$ cat src/rtl/mouse_cursor_paint.sv
`default_nettype none
// ============================================================================
// Module   : mouse_cursor_paint
// Purpose  : Applies decoded mouse reports to a clamped cursor, cycles the
//            paint colour on middle-button presses, and paints/erases a
//            square brush footprint through a req/ack framebuffer port.
// Ports    : clk, rst_n                         clock, async active-low reset
//            btn_left/right/middle, delta_x/y,
//            data_valid                         mouse report + strobe
//            cursor_x, cursor_y, color          registered cursor state
//            fb_wr_req/addr/data, fb_wr_ack     framebuffer write port
//            busy, dropped                      status
// Revision : 1.0 - initial release
// ============================================================================
module mouse_cursor_paint #(
    parameter int XW         = 6,
    parameter int YW         = 6,
    parameter int WIDTH      = 64,
    parameter int HEIGHT     = 64,
    parameter int COLOR_W    = 3,
    parameter int COLOR_INIT = 1,
    parameter int BRUSH      = 2
) (
    input  logic               clk,
    input  logic               rst_n,
    input  logic               btn_left,
    input  logic               btn_right,
    input  logic               btn_middle,
    input  logic [7:0]         delta_x,
    input  logic [7:0]         delta_y,
    input  logic               data_valid,
    output logic [XW-1:0]      cursor_x,
    output logic [YW-1:0]      cursor_y,
    output logic [COLOR_W-1:0] color,
    output logic               fb_wr_req,
    output logic [XW+YW-1:0]   fb_wr_addr,
    output logic [COLOR_W-1:0] fb_wr_data,
    input  logic               fb_wr_ack,
    output logic               busy,
    output logic               dropped
);

    // Signed working width: wide enough for cursor + signed delta with margin.
    localparam int SW0 = (XW > YW) ? XW : YW;
    localparam int SW  = ((SW0 > 8) ? SW0 : 8) + 2;
    localparam int BCW = 2;  // brush counter width, BRUSH is 1..4

    localparam logic signed [SW-1:0] C_XMAX    = SW'(WIDTH - 1);
    localparam logic signed [SW-1:0] C_YMAX    = SW'(HEIGHT - 1);
    localparam logic [XW:0]          C_WIDTH   = (XW + 1)'(WIDTH);
    localparam logic [YW:0]          C_HEIGHT  = (YW + 1)'(HEIGHT);
    localparam logic [BCW-1:0]       C_BMAX    = BCW'(BRUSH - 1);
    localparam logic [COLOR_W-1:0]   C_COL_TOP = '1;

    typedef enum logic [1:0] {
        S_IDLE     = 2'd0,
        S_MOVE     = 2'd1,
        S_PAINT    = 2'd2,
        S_WAIT_ACK = 2'd3
    } state_t;

    state_t               state_q;
    logic [XW-1:0]        cursor_x_q, cursor_x_d;
    logic [YW-1:0]        cursor_y_q, cursor_y_d;
    logic [COLOR_W-1:0]   color_q, color_d;
    logic                 prev_middle_q;
    logic                 left_q, right_q, middle_q;
    logic [7:0]           dx_q, dy_q;
    logic [BCW-1:0]       bx_q, by_q;
    logic                 last_q;
    logic                 req_q;
    logic [XW+YW-1:0]     addr_q;
    logic [COLOR_W-1:0]   data_q;
    logic                 dropped_q;

    logic signed [SW-1:0] w_sum_x, w_sum_y;
    logic [XW:0]          w_px;
    logic [YW:0]          w_py;
    logic                 w_pix_ok;
    logic                 w_last;

    // Cursor update with clamping, and colour stepping that skips index 0.
    always_comb begin
        w_sum_x = $signed({{(SW - XW){1'b0}}, cursor_x_q})
                + $signed({{(SW - 8){dx_q[7]}}, dx_q});
        // Positive Y delta moves up the screen, i.e. towards row 0.
        w_sum_y = $signed({{(SW - YW){1'b0}}, cursor_y_q})
                - $signed({{(SW - 8){dy_q[7]}}, dy_q});

        if (w_sum_x[SW-1])         cursor_x_d = '0;
        else if (w_sum_x > C_XMAX) cursor_x_d = XW'(WIDTH - 1);
        else                       cursor_x_d = w_sum_x[XW-1:0];

        if (w_sum_y[SW-1])         cursor_y_d = '0;
        else if (w_sum_y > C_YMAX) cursor_y_d = YW'(HEIGHT - 1);
        else                       cursor_y_d = w_sum_y[YW-1:0];

        color_d = color_q;
        if (middle_q && !prev_middle_q) begin
            color_d = (color_q == C_COL_TOP) ? COLOR_W'(1) : color_q + 1'b1;
        end
    end

    // Brush pixel under the counters; one extra bit catches right/bottom overflow.
    always_comb begin
        w_px     = {1'b0, cursor_x_q} + {{(XW + 1 - BCW){1'b0}}, bx_q};
        w_py     = {1'b0, cursor_y_q} + {{(YW + 1 - BCW){1'b0}}, by_q};
        w_pix_ok = (w_px < C_WIDTH) && (w_py < C_HEIGHT);
        w_last   = (bx_q == C_BMAX) && (by_q == C_BMAX);
    end

    always_ff @(posedge clk or negedge rst_n) begin
        if (!rst_n) begin
            state_q       <= S_IDLE;
            cursor_x_q    <= XW'(WIDTH / 2);
            cursor_y_q    <= YW'(HEIGHT / 2);
            color_q       <= COLOR_W'(COLOR_INIT);
            prev_middle_q <= 1'b0;
            left_q        <= 1'b0;
            right_q       <= 1'b0;
            middle_q      <= 1'b0;
            dx_q          <= '0;
            dy_q          <= '0;
            bx_q          <= '0;
            by_q          <= '0;
            last_q        <= 1'b0;
            req_q         <= 1'b0;
            addr_q        <= '0;
            data_q        <= '0;
            dropped_q     <= 1'b0;
        end else begin
            // Reports arriving mid-operation are discarded; only flag them.
            dropped_q <= data_valid && (state_q != S_IDLE);

            case (state_q)
                S_IDLE: begin
                    if (data_valid) begin
                        left_q   <= btn_left;
                        right_q  <= btn_right;
                        middle_q <= btn_middle;
                        dx_q     <= delta_x;
                        dy_q     <= delta_y;
                        state_q  <= S_MOVE;
                    end
                end

                S_MOVE: begin
                    cursor_x_q    <= cursor_x_d;
                    cursor_y_q    <= cursor_y_d;
                    color_q       <= color_d;
                    prev_middle_q <= middle_q;
                    bx_q          <= '0;
                    by_q          <= '0;
                    state_q       <= (left_q || right_q) ? S_PAINT : S_IDLE;
                end

                S_PAINT: begin
                    if (w_pix_ok) begin
                        req_q  <= 1'b1;
                        addr_q <= {w_py[YW-1:0], w_px[XW-1:0]};
                        data_q <= left_q ? color_q : '0;
                    end
                    last_q <= w_last;
                    if (bx_q == C_BMAX) begin
                        bx_q <= '0;
                        by_q <= by_q + 1'b1;
                    end else begin
                        bx_q <= bx_q + 1'b1;
                    end
                    if (w_pix_ok)    state_q <= S_WAIT_ACK;
                    else if (w_last) state_q <= S_IDLE;
                end

                S_WAIT_ACK: begin
                    if (fb_wr_ack) begin
                        req_q   <= 1'b0;
                        state_q <= last_q ? S_IDLE : S_PAINT;
                    end
                end

                default: state_q <= S_IDLE;
            endcase
        end
    end

    assign cursor_x   = cursor_x_q;
    assign cursor_y   = cursor_y_q;
    assign color      = color_q;
    assign fb_wr_req  = req_q;
    assign fb_wr_addr = addr_q;
    assign fb_wr_data = data_q;
    assign busy       = (state_q != S_IDLE);
    assign dropped    = dropped_q;

endmodule
`default_nettype wire

$ cat config.mk
export PLATFORM = sky130hd
export DESIGN_NAME = mouse_cursor_paint
export DESIGN_NICKNAME = d
export VERILOG_FILES = /design/src/rtl/mouse_cursor_paint.sv
export SDC_FILE = /design/constraint.sdc
export NUM_CORES = 1
export LEC_CHECK = 0
export ABC_AREA = 1
export CORE_MARGIN = 1
export CORE_UTILIZATION = 57
export CTS_CLUSTER_SIZE = 12
export DETAILED_ROUTE_END_ITERATION = 10
export PLACE_DENSITY = 0.85
export SYNTH_ARGS = -nofsm -noshare
export SYNTH_HDL_FRONTEND = slang
export SYNTH_SLANG_ARGS = --single-unit
export TNS_END_PERCENT = 30
$ cat constraint.sdc
create_clock -name clk -period 4 [get_ports clk]
set_input_delay 0.4 -clock clk [delete_from_list [all_inputs] [get_ports clk]]
set_output_delay 0.4 -clock clk [all_outputs]
set_load 0.02 [all_outputs]
==> results of run 1 <==
worst max-delay path, cell delays in order, from the launching register on:
cell and delay, ns:
sky130_fd_sc_hd__dfrtp_1 0.40, sky130_fd_sc_hd__inv_1 0.08, sky130_fd_sc_hd__ha_1 0.24, sky130_fd_sc_hd__inv_1 0.17, sky130_fd_sc_hd__clkdlybuf4s50_1 0.63
through the flow:
| stage | total power (W) | std cells |
|---|---|---|
| 2_1_floorplan | 0.00246 | 381 |
| 3_3_place_gp | 0.00299 | 503 |
| 3_5_place_dp | 0.00309 | 503 |
| 4_1_cts | 0.00358 | 519 |
| 5_1_grt | 0.00389 | 519 |
| 6_report | 0.00357 | 519 |
kinds of logic after synthesis:
logic type	Yosys count
AO/OA/AOI/OAI	42
XOR/XNOR	15
adder cells (fa/ha/maj)	28
buffers and inverters	53
flip-flops	59
multiplexers	11
AND/OR/NAND/NOR	173
power by group through the flow:
| stage | Sequential (W) | Combinational, W | Clock, W |
|---|---|---|---|
| after floorplan | 0.00122 | 0.00124 | 0 |
| after global placement | 0.00111 | 0.00189 | 0 |
| after detailed placement | 0.00112 | 0.00196 | 0 |
| after CTS | 0.00112 | 0.00198 | 0.000487 |
| after global routing | 0.00115 | 0.00223 | 0.000515 |
| final | 0.00112 | 0.00197 | 0.000482 |
path summary, 6_finish.rpt:
| kind | start | to | slack, ns | cells past startpoint |
|---|---|---|---|---|
| worst max-delay path | state_q[0]$_DFFE_PN0P_ | busy | 1.74 | 4 |
| worst min-delay path | rst_n | fb_wr_addr[9]$_DFFE_PN0P_ | 0.05 | 1 |
| worst max register to register | cursor_y[1]$_DFFE_PN0P_ | state_q[1]$_DFFE_PN0P_ | 1.76 | 8 |
| worst min register to register | fb_wr_addr[1]$_DFFE_PN0P_ | fb_wr_addr[1]$_DFFE_PN0P_ | 0.49 | 2 |
| max in group asynchronous | rst_n | cursor_y[5]$_DFFE_PN1P_ | 3.08 | 2 |
| min in group clk | fb_wr_addr[1]$_DFFE_PN0P_ | fb_wr_addr[1]$_DFFE_PN0P_ | 0.49 | 2 |
state kept, by name, summed over array words and instances, names as in the netlist:
name           count
bx_q               2
by_q               2
color              3
cursor_x           6
cursor_y           6
dropped            1
dx_q               8
dy_q               8
fb_wr_addr        12
fb_wr_data         3
fb_wr_req          1
last_q             1
left_q             1
middle_q           1
prev_middle_q      1
right_q            1
state_q            2
per-layer routing:
| metal | global-route usage | wire length [um] |
|---|---|---|
| met1 | 0.323 | 3070 |
| met2 | 0.417 | 3380 |
| met3 | 0.0651 | 287 |
| met4 | 0.0963 | 148 |
| met5 | 0 | 0 |
cells in the mapped netlist:
library cell / number / area [um2]
sky130_fd_sc_hd__ha_1: 24 / 300
sky130_fd_sc_hd__buf_4: 2 / 15.0
sky130_fd_sc_hd__buf_6: 1 / 11.3
sky130_fd_sc_hd__o22ai_1: 1 / 6.26
sky130_fd_sc_hd__a21oi_2: 3 / 26.3
sky130_fd_sc_hd__nor2_2: 1 / 6.26
sky130_fd_sc_hd__nor2_1: 20 / 75.1
sky130_fd_sc_hd__mux2i_1: 1 / 10.0
sky130_fd_sc_hd__and2_1: 1 / 6.26
sky130_fd_sc_hd__mux2_2: 10 / 113
sky130_fd_sc_hd__a21oi_1: 15 / 75.1
sky130_fd_sc_hd__o211ai_2: 1 / 12.5
sky130_fd_sc_hd__xor2_1: 11 / 96.3
sky130_fd_sc_hd__dfstp_2: 3 / 78.8
sky130_fd_sc_hd__dfrtp_1: 56 / 1400
sky130_fd_sc_hd__fa_1: 4 / 80.1
sky130_fd_sc_hd__nand2_1: 109 / 409
sky130_fd_sc_hd__inv_1: 44 / 165
sky130_fd_sc_hd__buf_2: 1 / 5.00
sky130_fd_sc_hd__clkbuf_1: 2 / 7.51
sky130_fd_sc_hd__clkinv_1: 1 / 3.75
sky130_fd_sc_hd__nand2_2: 4 / 25.0
sky130_fd_sc_hd__or2_1: 3 / 18.8
sky130_fd_sc_hd__nand3b_1: 1 / 7.51
sky130_fd_sc_hd__or2_2: 2 / 12.5
sky130_fd_sc_hd__xnor2_1: 4 / 35.0
sky130_fd_sc_hd__inv_2: 2 / 7.51
sky130_fd_sc_hd__nand3_1: 27 / 135
sky130_fd_sc_hd__o211ai_1: 1 / 7.51
sky130_fd_sc_hd__o21ai_0: 21 / 105
sky130_fd_sc_hd__nand3_2: 4 / 40.0
sky130_fd_sc_hd__nor3_4: 1 / 16.3
placed cells by master, fill, tap and decap left out, types with 2 or more instances in the layout:
cell                              Yosys  layout
sky130_fd_sc_hd__a21oi_1             15      15
sky130_fd_sc_hd__a21oi_2              3       3
sky130_fd_sc_hd__clkbuf_1             2       3
sky130_fd_sc_hd__clkbuf_8             0      11
sky130_fd_sc_hd__clkdlybuf4s50_1      0      54
sky130_fd_sc_hd__clkinv_2             0       2
sky130_fd_sc_hd__dfrtp_1             56      56
sky130_fd_sc_hd__dfstp_2              3       3
sky130_fd_sc_hd__fa_1                 4       4
sky130_fd_sc_hd__ha_1                24      24
sky130_fd_sc_hd__inv_1               44      44
sky130_fd_sc_hd__inv_2                2       2
sky130_fd_sc_hd__mux2_2              10      10
sky130_fd_sc_hd__nand2_1            109     109
sky130_fd_sc_hd__nand2_2              4       4
sky130_fd_sc_hd__nand3_1             27      27
sky130_fd_sc_hd__nand3_2              4       4
sky130_fd_sc_hd__nor2_1              20      20
sky130_fd_sc_hd__o21ai_0             21      21
sky130_fd_sc_hd__or2_1                3       3
sky130_fd_sc_hd__or2_2                2       2
sky130_fd_sc_hd__xnor2_1              4       4
sky130_fd_sc_hd__xor2_1              11      11
layout make-up:
| class | instances | area (um2) | share of cell area |
|---|---|---|---|
| repair buffers | 56 | 553 | 0.135 |
| well taps | 72 | 90.1 | 0.0220 |
| clock inverters | 2 | 10.0 | 0.00245 |
| flip-flops and latches | 59 | 1480 | 0.362 |
| inverters | 47 | 176 | 0.0431 |
| clock buffers | 14 | 163 | 0.0398 |
| multi-input cells | 269 | 1620 | 0.396 |
==> out/metrics.sh, run 1 <==
RUN_STATUS='complete, no violations'
SWITCHING_SHARE=0.442
NUM_ANTENNA_CELLS=0
SETUP_TNS_NS=0
PWR-SHARE-COMB=0.551
CTS_MADE_BUFFERS=9
POWER_INTERNAL_W=0.00199
NETLIST_INSTANCES=381
SETUP_BUFFERS_AFTER_CTS=0
DRT_PASS1_ITERATIONS=4
CAP_VIOLATIONS=0
CRITICALPATHCATEGORY='reg2out'
OVERFLOW=0
POWER_DENSITY_mW_PER_MM2=872
SYNTH_TOP_FAMILY_BY_AREA='simple AND/OR/NAND/NOR gates'
SYNTHMUXAREASHARE=0.0370
YOSYS_WARNINGS=0
PRE_CTS_SLACK_NS=1.79
LAYOUT.CORE_UTILIZATION=0.738
NUMPORTBUFFERS=55
POSTLAYOUTSETUPSLACKWORST_NS=1.74
POST_SYNTH_FA_HA_MAJ_AREA_FRACTION=0.115
SYN_AREA_PER_CELL_UM2=8.70
TIMING.FINAL.CRIT_PERIOD_NS=2.26
DRIVE_ABOVE_1_SHARE=0.103
ARRIVAL_NS=1.86
DIE_WIDTH_UM=78.3
FIRST_PASS_GRT_WIRE_LENGTH_UM=12000
FINAL_HOLD_VIOL_COUNT=0
ROUTE.DETAILED.DRC=0
PLACE_AREA_MM2=0.00392
ROOT_BUFFER='sky130_fd_sc_hd__clkbuf_8'
HTREEDEPTH=3
SETUP-VIOLATIONS-FINAL=0
LARGEST_NET_DEGREE_AT_THE_START_OF_GLOBAL_ROUTING=34
SYNTH_SEQUENTIAL_AREA_RATIO=0.447
FIN_NETS=493
CTS-HOLD-FIX-BUFFERS=0
GLOBALPLACE.CONGESTION=0.871
DP_HPWL_UM=5170
ROUTED_WIRELENGTH_UM=6880
SYNTH-SIMPLE-AREA-SHARE=0.227
POSTCTSRESIZEDCELLS=0
AREA_DELTA_SYNTH_FINAL_PCT=23.4
TIGHTESTPINTRANSITION_NS=0.574
IR_DROP_mV=0.407
NETLIST_AREA_MM2=0.00331
POWER.SWITCHING_W=0.00158
HOLD_CLASS='in2async'
DRT_ITER0_MARKERS=143
CTS.CLK_SLEW.WORST_PATHS_NS=0.07
CLOCKPOWERSHARE=0.135
END_KIND='primary output'
SHARE_SEQ_OF_TOTAL_POWER=0.314
CRITPATHLAUNCHTYPE='register'
FLOORPLAN.DIE.HEIGHT_UM=78.3
CTS_TREE='built'
FILLCELLCOUNT=412
SLEW_HEADROOM=0.616
NUMBER_OF_PORTS_PLACED_ON_THE_DIE_BOUNDARY=56
NUM_VIAS=2689
YS_TYPES=32
FINAL.PERIOD_UTILIZATION=0.566
FINISH.INSTANCE_AREA_MM2=0.00409
START_UTIL=0.598
ACHIEVABLE-FREQUENCY_MHz=442
FINAL.HOLD.WORST_SLACK_NS=0.0506
CP.REQUIRED_NS=3.60
CORE_MM2=0.00554
ROUTED_WIRE_LENGTH_PER_INSTANCE_UM=13.3
FLOPS_LATCHES_SYNTH=59
CTS_MAX_PATH_BUFFERS=2
SYNTH_COMPOUND_AREA_FRAC=0.0702
VIAS_PER_INSTANCE=5.18
WORSTSKEWPAIRLATENCY_NS=0.34
ANTENNA_FOUND_INITIAL=0
ROWS=27
SYNTH_XOR_AREA_FRAC=0.0396
DIE_OUTLINE_AREA_MM2=0.00612
CTS.SINK_COUNT=59
SYNTH_FP_NETS=432
TIMING.CRITICAL_PATH.FANOUT_MAX=5
DRV_SLEW=0
NUMBER_OF_GLOBAL_ROUTE_VIAS_BEFORE_REPAIR=2695
ANT_NETS=0
GR-USAGE-ALL-LAYERS=0.254
UNREPAIRED_SETUP_ENDPOINTS_AFTER_GLOBAL_ROUTING='false'
FINCLKSKEW_NS=0.00831
TOTAL_LEAKAGE_POWER_nW=2.04
Note: power is estimated with default switching activity, not from simulation.
==> run 2, diff against run 1 <==
--- a/config.mk
+++ b/config.mk
@@ -7,10 +7,10 @@
 export LEC_CHECK = 0
 export ABC_AREA = 1
 export CORE_MARGIN = 1
-export CORE_UTILIZATION = 57
+export CORE_UTILIZATION = 53
 export CTS_CLUSTER_SIZE = 12
 export DETAILED_ROUTE_END_ITERATION = 10
-export PLACE_DENSITY = 0.85
+export PLACE_DENSITY = 0.8
 export SYNTH_ARGS = -nofsm -noshare
 export SYNTH_HDL_FRONTEND = slang
 export SYNTH_SLANG_ARGS = --single-unit
==> constraint.sdc (replaced) <==
create_clock -name clk -period 2.38 [get_ports clk]
set_input_delay 0.238 -clock clk [delete_from_list [all_inputs] [get_ports clk]]
set_output_delay 0.238 -clock clk [all_outputs]
set_load 0.02 [all_outputs]
==> run 2 against run 1 <==
Worst hold slack improved by 0.38 ns. Cell area increased by 1.7%. Clock power up 100%. Utilization down 4.4 points. Clock skew down 0.0035 ns. Combinational power grew 69%. Sequential power rose by 67%. Total power grew 73%. First-iteration DRC count decreased by 15%. Critical path depth increased by 4. Non-clock buffer count up 2. Critical path type is now reg2reg. Critical endpoint is now fb_wr_data[0]$_DFFE_PN0P_. Highest routed layer unchanged.
==> out/metrics.sh, run 2 (synthesized netlist as in run 1, its figures left out) <==
RUN_STATUS='complete, no violations'  # unchanged
CRIT_PATH_FREQUENT_CELL='sky130_fd_sc_hd__nand3_2'  # was sky130_fd_sc_hd__inv_1
GLOBALPLACE.CONGESTION=0.824  # was 0.871
CRITICAL-PATH-SLOWEST-CELL='sky130_fd_sc_hd__fa_1'  # was sky130_fd_sc_hd__clkdlybuf4s50_1
LAYOUT_COMMON_CELLS='sky130_fd_sc_hd__nand2_1 (109), sky130_fd_sc_hd__dfrtp_1 (56), sky130_fd_sc_hd__clkdlybuf4s50_1 (54)'  # unchanged
CTS_MAX_PATH_BUFFERS=2  # unchanged
NUM_ANTENNA_CELLS=0  # unchanged
LARGEST_REGISTER_FFS=12  # unchanged
DIE_WIDTH_UM=81.1  # was 78.3 um
DP_CELLS=507  # was 503
SETUP_BUFFERS_AFTER_CTS=0  # unchanged
NUMBER_OF_GLOBAL_ROUTE_VIAS_BEFORE_REPAIR=2601  # was 2695
CTS-HOLD-FIX-BUFFERS=1  # was 0
ROUTE.DETAILED.DRC=0  # unchanged
START_UTIL=0.553  # was 0.598
TOTAL_LEAKAGE_POWER_nW=2.07  # was 2.04 nW
CRITPATHLAUNCHTYPE='register'  # unchanged
VIAS_PER_INSTANCE=5.10  # was 5.18
PRE_CTS_SLACK_NS=0.219  # was 1.79 ns
FIRST_PASS_GRT_WIRE_LENGTH_UM=11800  # was 12000 um
FINAL.PERIOD_UTILIZATION=0.913
NUMBER_OF_PORTS_PLACED_ON_THE_DIE_BOUNDARY=56  # unchanged
CRIT_PATH_MAX_INCR_DELAY_NS=0.50  # was 0.63 ns
POSTLAYOUTSETUPSLACKWORST_NS=0.206  # was 1.74 ns
POWER_DENSITY_mW_PER_MM2=1480  # was 872 mW/mm2
TIGHTESTPINTRANSITION_NS=0.544  # was 0.574 ns
DRT_PASS1_ITERATIONS=4  # unchanged
NUM_VIAS=2672  # was 2689
MOST_COMMON_CELL_AFTER_LAYOUT_FILL_AND_TAPS_ASIDE='sky130_fd_sc_hd__nand2_1'  # unchanged
TIMING.CRITICAL_PATH.FANOUT_MAX=28  # was 5
CAP_VIOLATIONS=0  # unchanged
DRT_ITER0_MARKERS=122  # was 143
DP_HPWL_UM=5090  # was 5170 um
TIMING.FINAL.CRIT_PERIOD_NS=2.17
FINAL.HOLD.WORST_SLACK_NS=0.434  # was 0.0506 ns
SLEW_HEADROOM=0.636  # was 0.616
CTS.CLK_SLEW.WORST_PATHS_NS=0.06  # was 0.07 ns
AREA_DELTA_SYNTH_FINAL_PCT=25.6  # was 23.4%
FIN_NETS=495  # was 493
FINAL-INSTANCE-COUNT-EXCL-FILL=524  # was 519
UNREPAIRED_SETUP_ENDPOINTS_AFTER_GLOBAL_ROUTING='false'  # unchanged
GR-USAGE-ALL-LAYERS=0.240  # was 0.254
END_KIND='register'  # was primary output
CRITICAL_PATH.CELL_CHAIN='inv_1, fa_1, nor3_4, nand3_2, nand3_2, buf_4, nand2_1, o21ai_0'  # was inv_1, ha_1, inv_1, clkdlybuf4s50_1
FILLCELLCOUNT=456  # was 412
POSTCTSRESIZEDCELLS=0  # unchanged
HOLD_CLASS='in2async'  # unchanged
ACHIEVABLE-FREQUENCY_MHz=460
IR_DROP_mV=0.662  # was 0.407 mV
WORSTSKEWPAIRLATENCY_NS=0.34  # about the same
LARGEST_NET_DEGREE_AT_THE_START_OF_GLOBAL_ROUTING=60  # was 34
TOTAL_POWER_W=0.00618  # was 0.00357 W
FINAL_HOLD_VIOL_COUNT=0  # unchanged
ROUTED_WIRELENGTH_UM=6810  # was 6880 um
ROWS=28  # was 27
ANT_NETS=0  # unchanged
CTS_MADE_BUFFERS=9  # unchanged
NUMPORTBUFFERS=55  # unchanged
CRITICALPATHCATEGORY='reg2reg'  # was reg2out
TIMING.CRITICAL_PATH.MAX_DELAY_FAMILY='simple AND/OR/NAND/NOR gates'  # was buffers and inverters
CTS_TREE='built'  # unchanged
OVERFLOW=0  # unchanged
DRV_SLEW=0  # unchanged
ANTENNA_FOUND_INITIAL=0  # unchanged
CORE_MM2=0.00599  # was 0.00554 mm2
ARRIVAL_NS=2.41  # was 1.86 ns
CP_NUM_BUF_INV=2  # was 3
HTREEDEPTH=3  # unchanged
SETUP-VIOLATIONS-FINAL=0  # unchanged
FINCLKSKEW_NS=0.00482  # was 0.00831 ns
FLOORPLAN.DIE.HEIGHT_UM=81.1  # was 78.3 um
ROOT_BUFFER='sky130_fd_sc_hd__clkbuf_8'  # unchanged
ROUTED_WIRE_LENGTH_PER_INSTANCE_UM=13.0  # was 13.3 um
CP.REQUIRED_NS=2.62  # was 3.60 ns
SETUP_TNS_NS=0  # unchanged
DIE_OUTLINE_AREA_MM2=0.00657  # was 0.00612 mm2
CTS.SINK_COUNT=59  # unchanged
DRIVE_ABOVE_1_SHARE=0.107  # was 0.103
## run 2: cell count changes in the layout (fill, tap and decap cells not counted)
cell,before,now
sky130_fd_sc_hd__bufinv_16,0,2
sky130_fd_sc_hd__buf_12,0,1
sky130_fd_sc_hd__dlygate4sd3_1,0,1
sky130_fd_sc_hd__clkbuf_8,11,9
sky130_fd_sc_hd__clkinvlp_4,0,1
sky130_fd_sc_hd__clkbuf_1,3,2
## run 2: area by class of cell
type / count / area, um2 / share of cell area
Sequential cell: 59 / 1480 / 0.356
Multi-Input combinational cell: 269 / 1620 / 0.389
Tap cell: 75 / 93.8 / 0.0225
Inverter: 47 / 176 / 0.0424
Timing Repair Buffer: 58 / 583 / 0.140
Clock buffer: 11 / 131 / 0.0316
Clock inverter: 5 / 77.6 / 0.0186
## run 2: final timing paths
check | start | endpoint | slack, ns | cells past startpoint
worst max-delay path | cursor_y[1]$_DFFE_PN0P_ | fb_wr_data[0]$_DFFE_PN0P_ | 0.21 | 8
worst min-delay path | rst_n | fb_wr_addr[7]$_DFFE_PN0P_ | 0.43 | 3
worst max register to register | cursor_y[1]$_DFFE_PN0P_ | fb_wr_data[0]$_DFFE_PN0P_ | 0.21 | 8
worst min register to register | prev_middle_q$_DFFE_PN0P_ | prev_middle_q$_DFFE_PN0P_ | 0.48 | 2
max in group asynchronous | rst_n | cursor_x[5]$_DFFE_PN1P_ | 1.65 | 3
min in group clk | delta_x[7] | dx_q[7]$_DFFE_PN0P_ | 0.47 | 3
## run 2: worst reg2reg max path, stage by stage (launching register included)
cell and delay (ns):
sky130_fd_sc_hd__dfrtp_1 0.45, sky130_fd_sc_hd__inv_1 0.14, sky130_fd_sc_hd__fa_1 0.50, sky130_fd_sc_hd__nor3_4 0.25
sky130_fd_sc_hd__nand3_2 0.12, sky130_fd_sc_hd__nand3_2 0.14, sky130_fd_sc_hd__buf_4 0.27, sky130_fd_sc_hd__nand2_1 0.09
sky130_fd_sc_hd__o21ai_0 0.11
## run 2: where the power goes
| group | internal, W | leakage, nW | switching [W] |
|---|---|---|---|
| registers | 0.00147 | 0.721 | 0.000402 |
| logic | 0.00144 | 1.24 | 0.00188 |
| clock network | 0.000586 | 0.103 | 0.000398 |
| total | 0.00350 | 2.07 | 0.00268 |
## run 2: through the flow
| stage | cell area [um2] | utilization |
|---|---|---|
| floorplan | 3310 | - |
| global placement | 3940 | 0.658 |
| detailed placement | 3940 | 0.658 |
| CTS | 4160 | 0.695 |
| global route | 4160 | 0.695 |
| finish | 4160 | 0.695 |
## run 2: metal layers
layer | routed length (um) | global-route usage | vias to the layer above
met3 | 215 | 0.0438 | 15
li1 | - | - | 1340
met4 | 146 | 0.114 | 0
met2 | 3380 | 0.398 | 60
met1 | 3070 | 0.300 | 1257
met5 | 0 | 0 | -
